**config.mk**
```make
export PLATFORM = sky130hd
export DESIGN_NAME = pc_sequencer
export DESIGN_NICKNAME = d
export VERILOG_FILES = /design/src/rtl/pc_sequencer.sv
export SDC_FILE = /design/constraint.sdc
export NUM_CORES = 1
export LEC_CHECK = 0
export ABC_AREA = 1
export BUFFER_PORTS_ARGS = -buffer_cell sky130_fd_sc_hd__buf_2
export CORE_UTILIZATION = 60
export DETAILED_ROUTE_END_ITERATION = 8
export PLACE_DENSITY = 0.85
export SLEW_MARGIN = 20
export SYNTH_ARGS = -nofsm -noshare
export SYNTH_HDL_FRONTEND = slang
export SYNTH_SLANG_ARGS = --single-unit
```
**constraint.sdc**
```tcl
create_clock -name clk -period 5.8 [get_ports clk]
set_clock_uncertainty 0.1 [all_clocks]
set_input_delay 0.29 -clock clk [delete_from_list [all_inputs] [get_ports clk]]
set_output_delay 0.29 -clock clk [all_outputs]
set_load 0.03 [all_outputs]
```
**src/rtl/pc_sequencer.sv**
```systemverilog
// pc_sequencer: fetch-PC sequencer with branch, jump, call and return.
// Define PC_RAS_EN to build the return-address stack; otherwise call acts as j.
module pc_sequencer #(
    parameter int          AW        = 32,
    parameter int          RAS_DEPTH = 4,
    parameter logic [31:0] RESET_VEC = 32'h0000_0000
) (
    input  logic          clk,
    input  logic          rst,
    input  logic          stall,
    input  logic          z,
    input  logic          beq,
    input  logic          bne,
    input  logic          j,
    input  logic          call,
    input  logic          ret,
    input  logic [15:0]   imm16,
    input  logic [25:0]   imm26,
    output logic [AW-1:0] pc,
    output logic [4:0]    ras_count,
    output logic          ras_ovf,
    output logic          ras_unf
);

    logic [AW-1:0] r_pc;
    logic [AW-1:0] w_seq;
    logic [AW-1:0] w_br;
    logic [AW-1:0] w_jmp;
    logic [AW-1:0] w_next;
    logic [31:0]   w_seq32;
    logic [31:0]   w_off32;
    logic [31:0]   w_jmp32;
    logic          w_take;
    logic          w_call;
    logic          w_j;
    logic          w_ret;

    assign w_seq   = r_pc + AW'(4);
    assign w_off32 = {{14{imm16[15]}}, imm16, 2'b00};
    assign w_br    = w_seq + w_off32[AW-1:0];
    assign w_seq32 = 32'(w_seq);
    assign w_jmp32 = (w_seq32 & 32'hF000_0000) | {4'b0000, imm26, 2'b00};
    assign w_jmp   = w_jmp32[AW-1:0];

    // A taken branch masks call/j/ret; call beats j, j beats ret.
    assign w_take = (beq & z) | (bne & ~z);
    assign w_call = ~w_take & call;
    assign w_j    = ~w_take & ~call & j;
    assign w_ret  = ~w_take & ~call & ~j & ret;

`ifdef PC_RAS_EN
    localparam int IW = (RAS_DEPTH > 1) ? $clog2(RAS_DEPTH) : 1;

    logic [AW-1:0] r_stack [RAS_DEPTH];
    logic [4:0]    r_cnt;
    logic          r_ovf;
    logic          r_unf;
    logic          w_full;
    logic          w_empty;
    logic [IW-1:0] w_top_idx;
    logic [IW-1:0] w_push_idx;

    assign w_full     = (r_cnt == 5'(RAS_DEPTH));
    assign w_empty    = (r_cnt == 5'd0);
    assign w_top_idx  = IW'(r_cnt - 5'd1);
    assign w_push_idx = IW'(r_cnt);

    // Next-PC select; an empty-stack return falls through to seq.
    always_comb begin
        w_next = w_seq;
        unique case (1'b1)
            w_take:  w_next = w_br;
            w_call:  w_next = w_jmp;
            w_j:     w_next = w_jmp;
            w_ret:   w_next = w_empty ? w_seq : r_stack[w_top_idx];
            default: w_next = w_seq;
        endcase
    end

    // Stack depth and sticky overflow/underflow flags.
    always_ff @(posedge clk) begin
        if (rst) begin
            r_cnt <= 5'd0;
            r_ovf <= 1'b0;
            r_unf <= 1'b0;
        end else if (!stall) begin
            if (w_call) begin
                if (w_full) r_ovf <= 1'b1;
                else        r_cnt <= r_cnt + 5'd1;
            end else if (w_ret) begin
                if (w_empty) r_unf <= 1'b1;
                else         r_cnt <= r_cnt - 5'd1;
            end
        end
    end

    // Stack storage; a push into a full stack shifts out the oldest entry.
    always_ff @(posedge clk) begin
        if (!rst && !stall && w_call) begin
            if (w_full) begin
                for (int i = 0; i < RAS_DEPTH - 1; i++) begin
                    r_stack[i] <= r_stack[i+1];
                end
                r_stack[RAS_DEPTH-1] <= w_seq;
            end else begin
                r_stack[w_push_idx] <= w_seq;
            end
        end
    end

    assign ras_count = r_cnt;
    assign ras_ovf   = r_ovf;
    assign ras_unf   = r_unf;
`else
    // Next-PC select without a stack: call jumps, ret runs sequentially.
    always_comb begin
        w_next = w_seq;
        unique case (1'b1)
            w_take:  w_next = w_br;
            w_call:  w_next = w_jmp;
            w_j:     w_next = w_jmp;
            w_ret:   w_next = w_seq;
            default: w_next = w_seq;
        endcase
    end

    assign ras_count = 5'd0;
    assign ras_ovf   = 1'b0;
    assign ras_unf   = 1'b0;
`endif

    // PC register: reset wins, stall holds.
    always_ff @(posedge clk) begin
        if (rst)         r_pc <= RESET_VEC[AW-1:0];
        else if (!stall) r_pc <= w_next;
    end

    assign pc = r_pc;

endmodule

```
==> PnR_summary.wiki, run 1 <==
{| class="wikitable"
! Metric !! Value
|-
| Final estimated routing congestion in global placement || 0.996
|-
| Final cycle utilization of the critical path || 0.587
|-
| Data arrival, critical path || 3.51 ns
|-
| Die span in y || 91.1 um
|-
| Hold bufs inserted after CTS || 0
|-
| Top cells by count, synth || sky130_fd_sc_hd__nand2_1 (298), sky130_fd_sc_hd__inv_1 (137), sky130_fd_sc_hd__nand3_1 (74)
|-
| Number of violations of the max-capacitance limit || 0
|-
| XOR/XNOR Fraction of Synth Area || 0.0326
|-
| DP HPWL || 11400 um
|-
| Maximum number of pins on one net before global-route repair || 61
|-
| Deepest clock path buffer count || 2
|-
| Fraction of registers with async set/reset || 0
|-
| Unrepaired setup endpoints after global routing || no
|-
| Run status || finished clean
|-
| Maximum vdd ir drop || 0.126 mV
|-
| Post-synth EDFFs || 0
|-
| GRT met1 Usage || 0.435
|-
| Highest fanout seen on the critical path || 5
|-
| Port bufs || 79
|-
| Area delta synth->final || 11.0%
|-
| Remaining Overflow, GRT || 0
|-
| Multi-input logic area || 3540 um^2
|-
| Initial antenna violation count || 0
|-
| Final non-filler cell total || 1043
|-
| Clk network pwr share || 0.187
|-
| Placed Cells incl. Taps || 1037
|-
| Total of warnings raised by yosys || 0
|-
| Post-CTS sizing || 0
|-
| WL final || 14400 um
|-
| Core box area || 7690 um^2
|-
| Standard-cell row count || 32
|-
| Main combinational cell family by area after synthesis || simple AND/OR/NAND/NOR gates
|-
| Clock root buffer master || sky130_fd_sc_hd__clkbuf_8
|-
| Multiplexer area fraction after synthesis || 0
|-
| Synthesized-area fraction occupied by adder cells || 0.0988
|-
| Compound-gate portion of the synthesized area || 0.144
|-
| Final number of hold-violating endpoints || 0
|-
| Top-Level Pins || 90
|-
| Type of destination of the critical path || flip-flop
|-
| H-Tree Level Count || 2
|-
| Number of global-route vias before repair || 4845
|-
| Cell variety after synth || 41
|-
| Transition time of the tightest slew-check pin || 0.820 ns
|-
| Max FFs per register || 30
|-
| Number of register bits inferred by synthesis || 30
|-
| Sw frac || 0.477
|-
| Inserted Clock Buffers || 5
|-
| Portion of synthesized cell area occupied by the leading cell type || 0.235
|-
| Internal || 472 uW
|-
| GR Layer Usage met2 || 0.575
|-
| Cell with the most instances after synthesis || sky130_fd_sc_hd__nand2_1
|-
| Synth Instances || 870
|-
| Worst setup SP type || flip-flop
|-
| Netlist Area Pre-Place || 4760 um^2
|-
| Top cells by area in the synthesized netlist || sky130_fd_sc_hd__nand2_1 (23%), sky130_fd_sc_hd__dfxtp_1 (13%), sky130_fd_sc_hd__inv_1 (11%)
|-
| Min cycle time layout || 3.40 ns
|-
| Antenna cells || 0
|-
| TritonCTS Sinks || 30
|-
| Kind of critical path || reg -> reg
|-
| Switching Power || 430 uW
|-
| Worst hold-check path type || in -> reg
|-
| Hold_ws || 0.170 ns
|-
| Post-CTS setup buffers || 0
|-
| Rel. slew slack || 0.453
|-
| Standby leakage power || 0.00298 uW
|-
| Share of final-layout standard cells stronger than drive strength 1 || 0.142
|-
| Post-layout nets || 1030
|-
| Final cell area excluding filler cells || 5290 um^2
|-
| Sequential Power Share || 0.285
|-
| Die boundary width || 91.1 um
|-
| Required @ worst endpoint || 5.91 ns
|-
| Clock Pin Slew Worst Setup and Hold Paths || 0.06 ns
|-
| Area fraction in and, or, nand and nor cells after synthesis || 0.460
|-
| Largest area contributor in the synthesized netlist || sky130_fd_sc_hd__nand2_1
|-
| Filler Cells Inserted || 768
|-
| Total negative setup slack || 0 ns
|-
| Initial DRT Pass Iterations || 6
|-
| Slew Viols, Final || 0
|-
| Starting density of the core || 0.619
|-
| Skew-Pair Late Insertion Delay || 0.29 ns
|-
| # DRC || 0
|-
| Footprint of the flip-flops and latches || 601 um^2
|-
| Overall power consumption || 902 uW
|-
| Fraction of the yosys area taken by sequential cells || 0.126
|-
| Power density normalized to cell area || 171 nW/um^2
|-
| Post-Synthesis Mean Instance Area || 5.47 um^2
|-
| Most instantiated flip-flop cell in the synthesis netlist || sky130_fd_sc_hd__dfxtp_1
|-
| Timing-limited maximum frequency || 0.294 GHz
|-
| Per-cell routed wire length || 13.8 um
|-
| Number of routed nets with antenna violations || 0
|-
| Overall die area || 8300 um^2
|-
| First-iteration detailed-routing DRC count || 443
|-
| Via density per instance || 5.45
|-
| Final setup vio count || 0
|-
| Total via count in the routed design || 5687
|-
| Combinational Power Share || 0.527
|-
| Total global routing track utilization || 0.345
|-
| Routing usage on met3 || 0.0402
|-
| TritonCTS clock tree || built
|-
| Placed standard-cell area || 5200 um^2
|-
| GR peak layer || met2
|-
| Wire length of the first global-routing pass || 22700 um
|}
-- kinds of logic (layout without fill, tap and decap cells) --
group | after synthesis | in the layout
xor gates and xnor gates | 16 | 16
buffers and inverters | 164 | 227
and+or+nand+nor | 504 | 504
adders and majority gates | 37 | 37
DFF | 30 | 30
other | 1 | 9
AOI/OAI and AO/OA | 118 | 118
-- path summary, 6_finish.rpt --
path            start  endpoint  slack, ns  depth (start not counted)
max             pc[3]    pc[30]       2.40                         17
min reg2reg     pc[2]     pc[2]       0.50                          2
min          imm26[2]     pc[4]       0.17                          3
max reg2reg     pc[3]    pc[30]       2.40                         17
-- critical path: stages, from the launching register on --
cell and delay [ns]:
sky130_fd_sc_hd__dfxtp_1 0.39, sky130_fd_sc_hd__ha_1 0.30, sky130_fd_sc_hd__nand2_1 0.08, sky130_fd_sc_hd__inv_1 0.09, sky130_fd_sc_hd__nand3_2 0.16, sky130_fd_sc_hd__nor2_1 0.37, sky130_fd_sc_hd__xor2_1 0.20, sky130_fd_sc_hd__ha_1 0.40
sky130_fd_sc_hd__nand2_1 0.10, sky130_fd_sc_hd__nor2_1 0.13, sky130_fd_sc_hd__inv_1 0.09, sky130_fd_sc_hd__nor2_1 0.18, sky130_fd_sc_hd__nand2_1 0.07, sky130_fd_sc_hd__nand3_1 0.17, sky130_fd_sc_hd__nand2_1 0.11, sky130_fd_sc_hd__nand3_1 0.09
sky130_fd_sc_hd__nand3_1 0.12, sky130_fd_sc_hd__a21oi_1 0.17
-- per-stage QoR --
step | setup slack [ns] | utilization
global route | 2.13 | 0.688
detailed placement | 2.53 | 0.676
finish | 2.40 | 0.688
global placement | 2.61 | 0.676
CTS | 2.46 | 0.687
floorplan | 2.79 | -
-- cells in the final DEF (no fill, tap or decap), drive strengths merged, types with 7 or more instances in the layout --
cell,n
nand2,305
inv,139
nor2,87
buf,82
nand3,78
a21oi,51
o21ai,43
ha,36
dfxtp,30
xor2,12
nand4,12
conb,9
nor3,9
o21bai,7
-- layer usage --
metal	vias to the layer above	part of all wire
met5	-	0
met4	0	0.053
met3	52	0.080
met2	280	0.44
met1	2452	0.42
li1	2903	-
-- area by class of cell --
| class | instances | share of cell area |
|---|---|---|
| Multi-Input combinational cell | 684 | 0.669 |
| Sequential cell | 30 | 0.114 |
| Inverter | 139 | 0.0987 |
| Timing Repair Buffer | 82 | 0.0790 |
| Tap cell | 102 | 0.0241 |
| Clock buffer | 6 | 0.0156 |
-- power by group through the flow --
| stage | Sequential [uW] | Combinational [uW] | Clock, uW |
|---|---|---|---|
| global placement | 260 | 459 | 0 |
| global route | 260 | 526 | 179 |
| floorplan | 291 | 310 | 0 |
| detailed placement | 260 | 465 | 0 |
| CTS | 256 | 468 | 168 |
| finish | 257 | 476 | 169 |
(Power assumes the default switching activity.)
==> run 2: changes to the inputs <==
--- a/config.mk
+++ b/config.mk
@@ -7,9 +7,9 @@
 export LEC_CHECK = 0
 export ABC_AREA = 1
 export BUFFER_PORTS_ARGS = -buffer_cell sky130_fd_sc_hd__buf_2
-export CORE_UTILIZATION = 60
+export CORE_UTILIZATION = 58
 export DETAILED_ROUTE_END_ITERATION = 8
-export PLACE_DENSITY = 0.85
+export PLACE_DENSITY = 0.83
 export SLEW_MARGIN = 20
 export SYNTH_ARGS = -nofsm -noshare
 export SYNTH_HDL_FRONTEND = slang
==> constraint.sdc (replaced) <==
create_clock -name clk -period 3.6 [get_ports clk]
set_clock_uncertainty 0.1 [all_clocks]
set_input_delay 0.18 -clock clk [delete_from_list [all_inputs] [get_ports clk]]
set_output_delay 0.18 -clock clk [all_outputs]
set_load 0.03 [all_outputs]
==> PnR_summary.wiki, run 2 (same netlist as run 1, synthesis figures left out) <==
{| class="wikitable"
! Metric !! Value
|-
| Run status || finished clean
|-
| Initial antenna violation count || 0 (unchanged)
|-
| Area delta synth->final || 11.5%
|-
| Clk network pwr share || 0.196 (+0.009)
|-
| Antenna cells || 0 (unchanged)
|-
| Required @ worst endpoint || 3.72 ns (-2.19 ns)
|-
| Combinational Power Share || 0.523 (-0.004)
|-
| Starting density of the core || 0.607 (-0.0126)
|-
| Number of violations of the max-capacitance limit || 0 (unchanged)
|-
| Final setup vio count || 0 (unchanged)
|-
| Min cycle time layout || 3.28 ns (-0.126 ns)
|-
| Unrepaired setup endpoints after global routing || no
|-
| Worst setup SP type || flip-flop
|-
| Data arrival, critical path || 3.40 ns (-0.11 ns)
|-
| Number of routed nets with antenna violations || 0 (unchanged)
|-
| H-Tree Level Count || 2 (unchanged)
|-
| Highest fanout seen on the critical path || 5 (unchanged)
|-
| Internal || 769 uW (+63%)
|-
| Standby leakage power || 0.00299 uW (+0.40%)
|-
| Total global routing track utilization || 0.349 (+0.00419)
|-
| Rel. slew slack || 0.423 (-0.0292)
|-
| Core box area || 7850 um^2 (+2.1%)
|-
| Post-CTS setup buffers || 0 (unchanged)
|-
| Worst hold-check path type || in -> reg
|-
| Switching Power || 701 uW (+63%)
|-
| Sw frac || 0.477 (about the same)
|-
| DP HPWL || 11700 um (+2.3%)
|-
| Post-CTS sizing || 0 (unchanged)
|-
| Via density per instance || 5.37 (-1.5%)
|-
| Hold bufs inserted after CTS || 0 (unchanged)
|-
| Final cell area excluding filler cells || 5310 um^2 (+0.40%)
|-
| First-iteration detailed-routing DRC count || 524 (+18%)
|-
| Placed standard-cell area || 5220 um^2 (+0.29%)
|-
| Die span in y || 92.6 um (+1.7%)
|-
| Maximum number of pins on one net before global-route repair || 61 (unchanged)
|-
| Slew Viols, Final || 0 (unchanged)
|-
| Type of destination of the critical path || flip-flop
|-
| Final estimated routing congestion in global placement || 0.979 (-1.7%)
|-
| Port bufs || 79 (unchanged)
|-
| Final non-filler cell total || 1047 (+0.38%)
|-
| Placed Cells incl. Taps || 1039 (+0.19%)
|-
| Most common cell after layout, fill and taps aside || sky130_fd_sc_hd__nand2_1
|-
| Standard-cell row count || 32 (unchanged)
|-
| Minimum setup slack among reg-to-reg paths || 0.32 ns (-2.07 ns)
|-
| Power density normalized to cell area || 277 nW/um^2 (+62%)
|-
| Wire length of the first global-routing pass || 23500 um (+3.6%)
|-
| Max FFs per register || 30 (unchanged)
|-
| Total via count in the routed design || 5624 (-1.1%)
|-
| TritonCTS Sinks || 30 (unchanged)
|-
| Inserted Clock Buffers || 5 (unchanged)
|-
| Most frequent cells in the layout || sky130_fd_sc_hd__nand2_1 (298), sky130_fd_sc_hd__inv_1 (137), sky130_fd_sc_hd__buf_2 (79)
|-
| Skew-Pair Late Insertion Delay || 0.29 ns (about the same)
|-
| Timing-limited maximum frequency || 0.305 GHz (+3.8%)
|-
| # DRC || 0 (unchanged)
|-
| Overall power consumption || 1470 uW (+63%)
|-
| Die boundary width || 92.6 um (+1.7%)
|-
| Overall die area || 8580 um^2 (+3.4%)
|-
| Utilization after layout || 0.676 (-0.0113)
|-
| Top-Level Pins || 90 (unchanged)
|-
| TritonCTS clock tree || built
|-
| Clock root buffer master || sky130_fd_sc_hd__clkbuf_8
|-
| Per-cell routed wire length || 13.8 um (+0.41%)
|-
| Final number of hold-violating endpoints || 0 (unchanged)
|-
| Transition time of the tightest slew-check pin || 0.864 ns (+0.0438 ns)
|-
| Total negative setup slack || 0 ns (unchanged)
|-
| Deepest clock path buffer count || 2 (unchanged)
|-
| Kind of critical path || reg -> reg
|-
| Maximum vdd ir drop || 0.173 mV (+37%)
|-
| WL final || 14500 um (+0.80%)
|-
| Share of final-layout standard cells stronger than drive strength 1 || 0.146 (+0.00363)
|-
| Number of global-route vias before repair || 4988 (+3.0%)
|-
| Remaining Overflow, GRT || 0 (unchanged)
|-
| Clock Pin Slew Worst Setup and Hold Paths || 0.07 ns (about the same)
|-
| Final cycle utilization of the critical path || 0.911 (+0.324)
|-
| Post-layout nets || 1032 (+0.19%)
|-
| Initial DRT Pass Iterations || 6 (unchanged)
|-
| Sequential Power Share || 0.281 (-0.004)
|}
-- run 2: cell count changes in the layout (fill, tap and decap cells not counted), sizes merged --
cell / change
buf: +2
clkbuf: +1
clkinv: +1
-- run 2: final cells by class --
type                       instances  area [um^2]
inverter                         139          522
tap                              102          128
clock inverter                     1         5.00
multi-input combinational        684         3530
timing repair buffer              84          433
fill                             791         2540
sequential                        30          601
clock buffer                       7         86.3
-- run 2: path summary, 6_finish.rpt --
check,startpoint,cells after the start,to
setup reg to reg,pc[2],18,pc[22]
hold reg to reg,pc[30],2,pc[30]
hold / removal,imm26[1],3,pc[3]
setup / recovery,pc[2],18,pc[22]
-- run 2: metal layers --
layer / wire length [um] / GRT usage / part of all wire / vias up
li1: - / - / - / 2906
met4: 827 / 0.183 / 0.057 / 0
met5: 0 / 0 / 0 / -
met1: 6120 / 0.448 / 0.42 / 2400
met2: 6380 / 0.569 / 0.44 / 273
met3: 1170 / 0.0452 / 0.080 / 45
-- run 2: per-stage QoR --
step	worst slack [ns]	hold slack (ns)
after CTS	0.352	0.0549
after detailed placement	0.368	0.361
final	0.322	0.0594
after floorplan	0.586	0.242
after global routing	0.000138	0.0730
after global placement	0.373	0.360
-- run 2: power groups by stage --
| stage | logic [uW] | clock network [uW] | registers [uW] |
|---|---|---|---|
| 2_1_floorplan | 499 | 0 | 468 |
| 3_3_place_gp | 743 | 0 | 419 |
| 3_5_place_dp | 755 | 0 | 419 |
| 4_1_cts | 759 | 291 | 412 |
| 5_1_grt | 861 | 307 | 419 |
| 6_report | 769 | 288 | 414 |
-- run 2: worst max-delay path, cell delays in order, from the launching register on --
cell	delay, ns
sky130_fd_sc_hd__dfxtp_1	0.39
sky130_fd_sc_hd__ha_2	0.25
sky130_fd_sc_hd__nand2_1	0.07
sky130_fd_sc_hd__inv_1	0.08
sky130_fd_sc_hd__nand3_2	0.15
sky130_fd_sc_hd__nor2_4	0.18
sky130_fd_sc_hd__nand2_2	0.10
sky130_fd_sc_hd__nor2_1	0.10
sky130_fd_sc_hd__nand2_1	0.07
sky130_fd_sc_hd__and2_1	0.17
sky130_fd_sc_hd__ha_1	0.36
sky130_fd_sc_hd__nand2_1	0.14
sky130_fd_sc_hd__nor2_1	0.14
sky130_fd_sc_hd__inv_1	0.08
sky130_fd_sc_hd__nor2_1	0.18
sky130_fd_sc_hd__nand3_1	0.16
sky130_fd_sc_hd__nand4_1	0.12
sky130_fd_sc_hd__nand3_1	0.17
sky130_fd_sc_hd__a21oi_1	0.19
==> run 3: changes to the inputs <==
--- a/config.mk
+++ b/config.mk
@@ -7,9 +7,9 @@
 export LEC_CHECK = 0
 export ABC_AREA = 1
 export BUFFER_PORTS_ARGS = -buffer_cell sky130_fd_sc_hd__buf_2
-export CORE_UTILIZATION = 58
+export CORE_UTILIZATION = 52
 export DETAILED_ROUTE_END_ITERATION = 8
-export PLACE_DENSITY = 0.83
+export PLACE_DENSITY = 0.79
 export SLEW_MARGIN = 20
 export SYNTH_ARGS = -nofsm -noshare
 export SYNTH_HDL_FRONTEND = slang
==> constraint.sdc (replaced) <==
create_clock -name clk -period 2.85 [get_ports clk]
set_clock_uncertainty 0.1 [all_clocks]
set_input_delay 0.1425 -clock clk [delete_from_list [all_inputs] [get_ports clk]]
set_output_delay 0.1425 -clock clk [all_outputs]
set_load 0.03 [all_outputs]
==> PnR_summary.wiki, run 3 (same netlist as run 1, synthesis figures left out) <==
{| class="wikitable"
! Metric !! Value
|-
| Run status || finished with violations
|-
| Failing checks || design-rule violations, negative setup slack
|-
| Worst hold-check path type || in -> reg
|-
| Per-cell routed wire length || 16.4 um (+18%)
|-
| Sum of met3 wire segment lengths after detailed routing || 1610 um (+38%)
|-
| Min cycle time layout || 2.97 ns (-0.308 ns)
|-
| Core box area || 8810 um^2 (+12%)
|-
| TritonCTS clock tree || built
|-
| Transition time of the tightest slew-check pin || 0.917 ns (+0.0530 ns)
|-
| Standard-cell row count || 34 (+6.3%)
|-
| Critical R2R Launch || pc[3]
|-
| Via density per instance || 5.72 (+6.4%)
|-
| Most frequent cells in the layout || sky130_fd_sc_hd__nand2_1 (261), sky130_fd_sc_hd__inv_1 (128), sky130_fd_sc_hd__buf_4 (93)
|-
| Final cycle utilization of the critical path || 1.04 (+0.131)
|-
| Most common cell after layout, fill and taps aside || sky130_fd_sc_hd__nand2_1
|-
| Antenna cells || 0 (unchanged)
|-
| Die boundary width || 97.7 um (+5.5%)
|-
| Highest fanout seen on the critical path || 4 (-1)
|-
| Filler Cells Inserted || 618 (-22%)
|-
| Place WS || -0.0930 ns (-0.461 ns)
|-
| Unrepaired setup endpoints after global routing || yes
|-
| Number of violations of the max-capacitance limit || 0 (unchanged)
|-
| Starting density of the core || 0.541 (-0.0660)
|-
| Final number of hold-violating endpoints || 0 (unchanged)
|-
| Setup slack after layout || -0.120 ns (-0.442 ns)
|-
| # DRC || 8 (+8)
|-
| Post-layout nets || 1123 (+8.8%)
|-
| First-iteration detailed-routing DRC count || 536 (+2.3%)
|-
| Data arrival, critical path || 3.05 ns (-0.35 ns)
|-
| Minimum setup slack among reg-to-reg paths || -0.12 ns (-0.44 ns)
|-
| Hold endpoint || pc[4]
|-
| Wire length of the first global-routing pass || 25400 um (+8.1%)
|-
| Type of destination of the critical path || flip-flop
|-
| Top-Level Pins || 90 (unchanged)
|-
| Overall power consumption || 2360 uW (+61%)
|-
| Total global routing track utilization || 0.334 (-0.0155)
|-
| Sum of met2 wire segment lengths after detailed routing || 8640 um (+35%)
|-
| Worst setup SP type || flip-flop
|-
| Rel. slew slack || 0.388 (-0.0354)
|-
| Number of global-route vias before repair || 5501 (+10%)
|-
| Overall die area || 9540 um^2 (+11%)
|-
| Maximum number of pins on one net before global-route repair || 61 (unchanged)
|-
| TritonCTS Sinks || 30 (unchanged)
|-
| H-Tree Level Count || 2 (unchanged)
|-
| Final cell area excluding filler cells || 6840 um^2 (+29%)
|-
| Initial DRT Pass Iterations || 9 (+3)
|-
| DP HPWL || 12700 um (+8.9%)
|-
| Top routing layer used || met4
|-
| Die span in y || 97.7 um (+5.5%)
|-
| Power density normalized to cell area || 345 nW/um^2 (+25%)
|-
| Standby leakage power || 0.00357 uW (+19%)
|-
| Worst hold path depth || 3 (unchanged)
|-
| Routed length on met1 || 7100 um (+16%)
|-
| Hold bufs inserted after CTS || 0 (unchanged)
|-
| Clock root buffer master || sky130_fd_sc_hd__clkbuf_8
|-
| Total negative setup slack || -0.213 ns (-0.213 ns)
|-
| Placed standard-cell area || 5860 um^2 (+12%)
|-
| Port bufs || 79 (unchanged)
|-
| Slew Viols, Final || 0 (unchanged)
|-
| Total via count in the routed design || 6538 (+16%)
|-
| Inserted Clock Buffers || 5 (unchanged)
|-
| Final setup vio count || 3 (+3)
|-
| Required @ worst endpoint || 2.93 ns (-0.79 ns)
|-
| Max FFs per register || 30 (unchanged)
|-
| Number of routed nets with antenna violations || 0 (unchanged)
|-
| Clock Pin Slew Worst Setup and Hold Paths || 0.08 ns (about the same)
|-
| Share of final-layout standard cells stronger than drive strength 1 || 0.369 (+0.223)
|-
| Remaining Overflow, GRT || 0 (unchanged)
|-
| R2R depth || 17 (-1)
|-
| Critical hold path startpoint || imm26[2]
|-
| Final estimated routing congestion in global placement || 0.975 (-0.38%)
|-
| Kind of critical path || reg -> reg
|-
| WL final || 18700 um (+29%)
|-
| Skew-Pair Late Insertion Delay || 0.29 ns (about the same)
|-
| Initial antenna violation count || 0 (unchanged)
|-
| Maximum vdd ir drop || 0.201 mV (+17%)
|-
| Area delta synth->final || 43.7%
|-
| Critical register-to-register path endpoint || pc[27]
|-
| Timing-limited maximum frequency || 0.337 GHz (+10%)
|-
| Deepest clock path buffer count || 2 (unchanged)
|}
-- run 3: cell types whose count changed in the layout (fill, tap and decap cells not counted), moves of 19 or more --
cell	previous run	this run
sky130_fd_sc_hd__nor2_1	71	46
sky130_fd_sc_hd__nand2_2	6	36
sky130_fd_sc_hd__ha_1	35	14
sky130_fd_sc_hd__ha_4	0	22
sky130_fd_sc_hd__nand2_1	298	261
sky130_fd_sc_hd__buf_4	5	93
sky130_fd_sc_hd__a21oi_1	45	26
-- run 3: worst max-delay path: stages, from the launching register on --
cell,delay [ns]
sky130_fd_sc_hd__dfxtp_4,0.37
sky130_fd_sc_hd__ha_4,0.14
sky130_fd_sc_hd__nand2_2,0.05
sky130_fd_sc_hd__inv_2,0.08
sky130_fd_sc_hd__nand3_4,0.09
sky130_fd_sc_hd__nor2_4,0.15
sky130_fd_sc_hd__nand2_2,0.09
sky130_fd_sc_hd__o21bai_1,0.23
sky130_fd_sc_hd__and2_4,0.22
sky130_fd_sc_hd__ha_4,0.22
sky130_fd_sc_hd__a21oi_2,0.19
sky130_fd_sc_hd__nand2_1,0.14
sky130_fd_sc_hd__a21oi_2,0.15
sky130_fd_sc_hd__nor2_1,0.07
sky130_fd_sc_hd__nor2_1,0.16
sky130_fd_sc_hd__nand3_1,0.14
sky130_fd_sc_hd__nand3_1,0.18
sky130_fd_sc_hd__a21oi_2,0.06
-- run 3: worst max path at each step --
stage,startpoint,slack (ns),to
finish,pc[3],-0.12,pc[27]
global placement,pc[2],-0.04,pc[29]
floorplan,pc[2],0.006,pc[26]
CTS,pc[2],0.0001,pc[29]
global route,pc[3],-0.23,pc[27]
detailed placement,pc[2],-0.09,pc[29]
-- run 3: repair_timing --
item / in CTS / in global routing
pin swaps: 2 / 47
setup endpoints to repair: 14 / 23
gates resized for setup: 16 / 172
buffers inserted: 0 / 7
-- run 3: per-layer routing --
layer / GRT usage / up-vias
li1: - / 3083
met1: 0.421 / 2879
met2: 0.550 / 454
met3: 0.0403 / 122
met4: 0.185 / 0
met5: 0 / -
-- run 3: stage by stage --
stage               hold WS, ns  instances   util
finish                  0.00162       1144  0.777
detailed placement        0.314       1129  0.666
CTS                     0.00871       1137  0.689
global placement          0.311       1129  0.666
floorplan                 0.195        878      -
global route             0.0146       1144  0.777
-- run 3: final cells by class --
| type | instances | area [um^2] | share of cell area |
|---|---|---|---|
| tap | 108 | 135 | 0.0197 |
| clock buffer | 7 | 76.3 | 0.0112 |
| sequential | 30 | 629 | 0.0920 |
| timing repair buffer | 175 | 1130 | 0.165 |
| clock inverter | 1 | 30.0 | 0.00439 |
| inverter | 139 | 522 | 0.0762 |
| multi-input combinational | 684 | 4320 | 0.632 |
-- run 3: power breakdown --
part	internal (uW)	total, uW	switching (uW)
sequential	462	510	47.6
clock	262	441	180
combinational	537	1410	873
total	1260	2360	1100
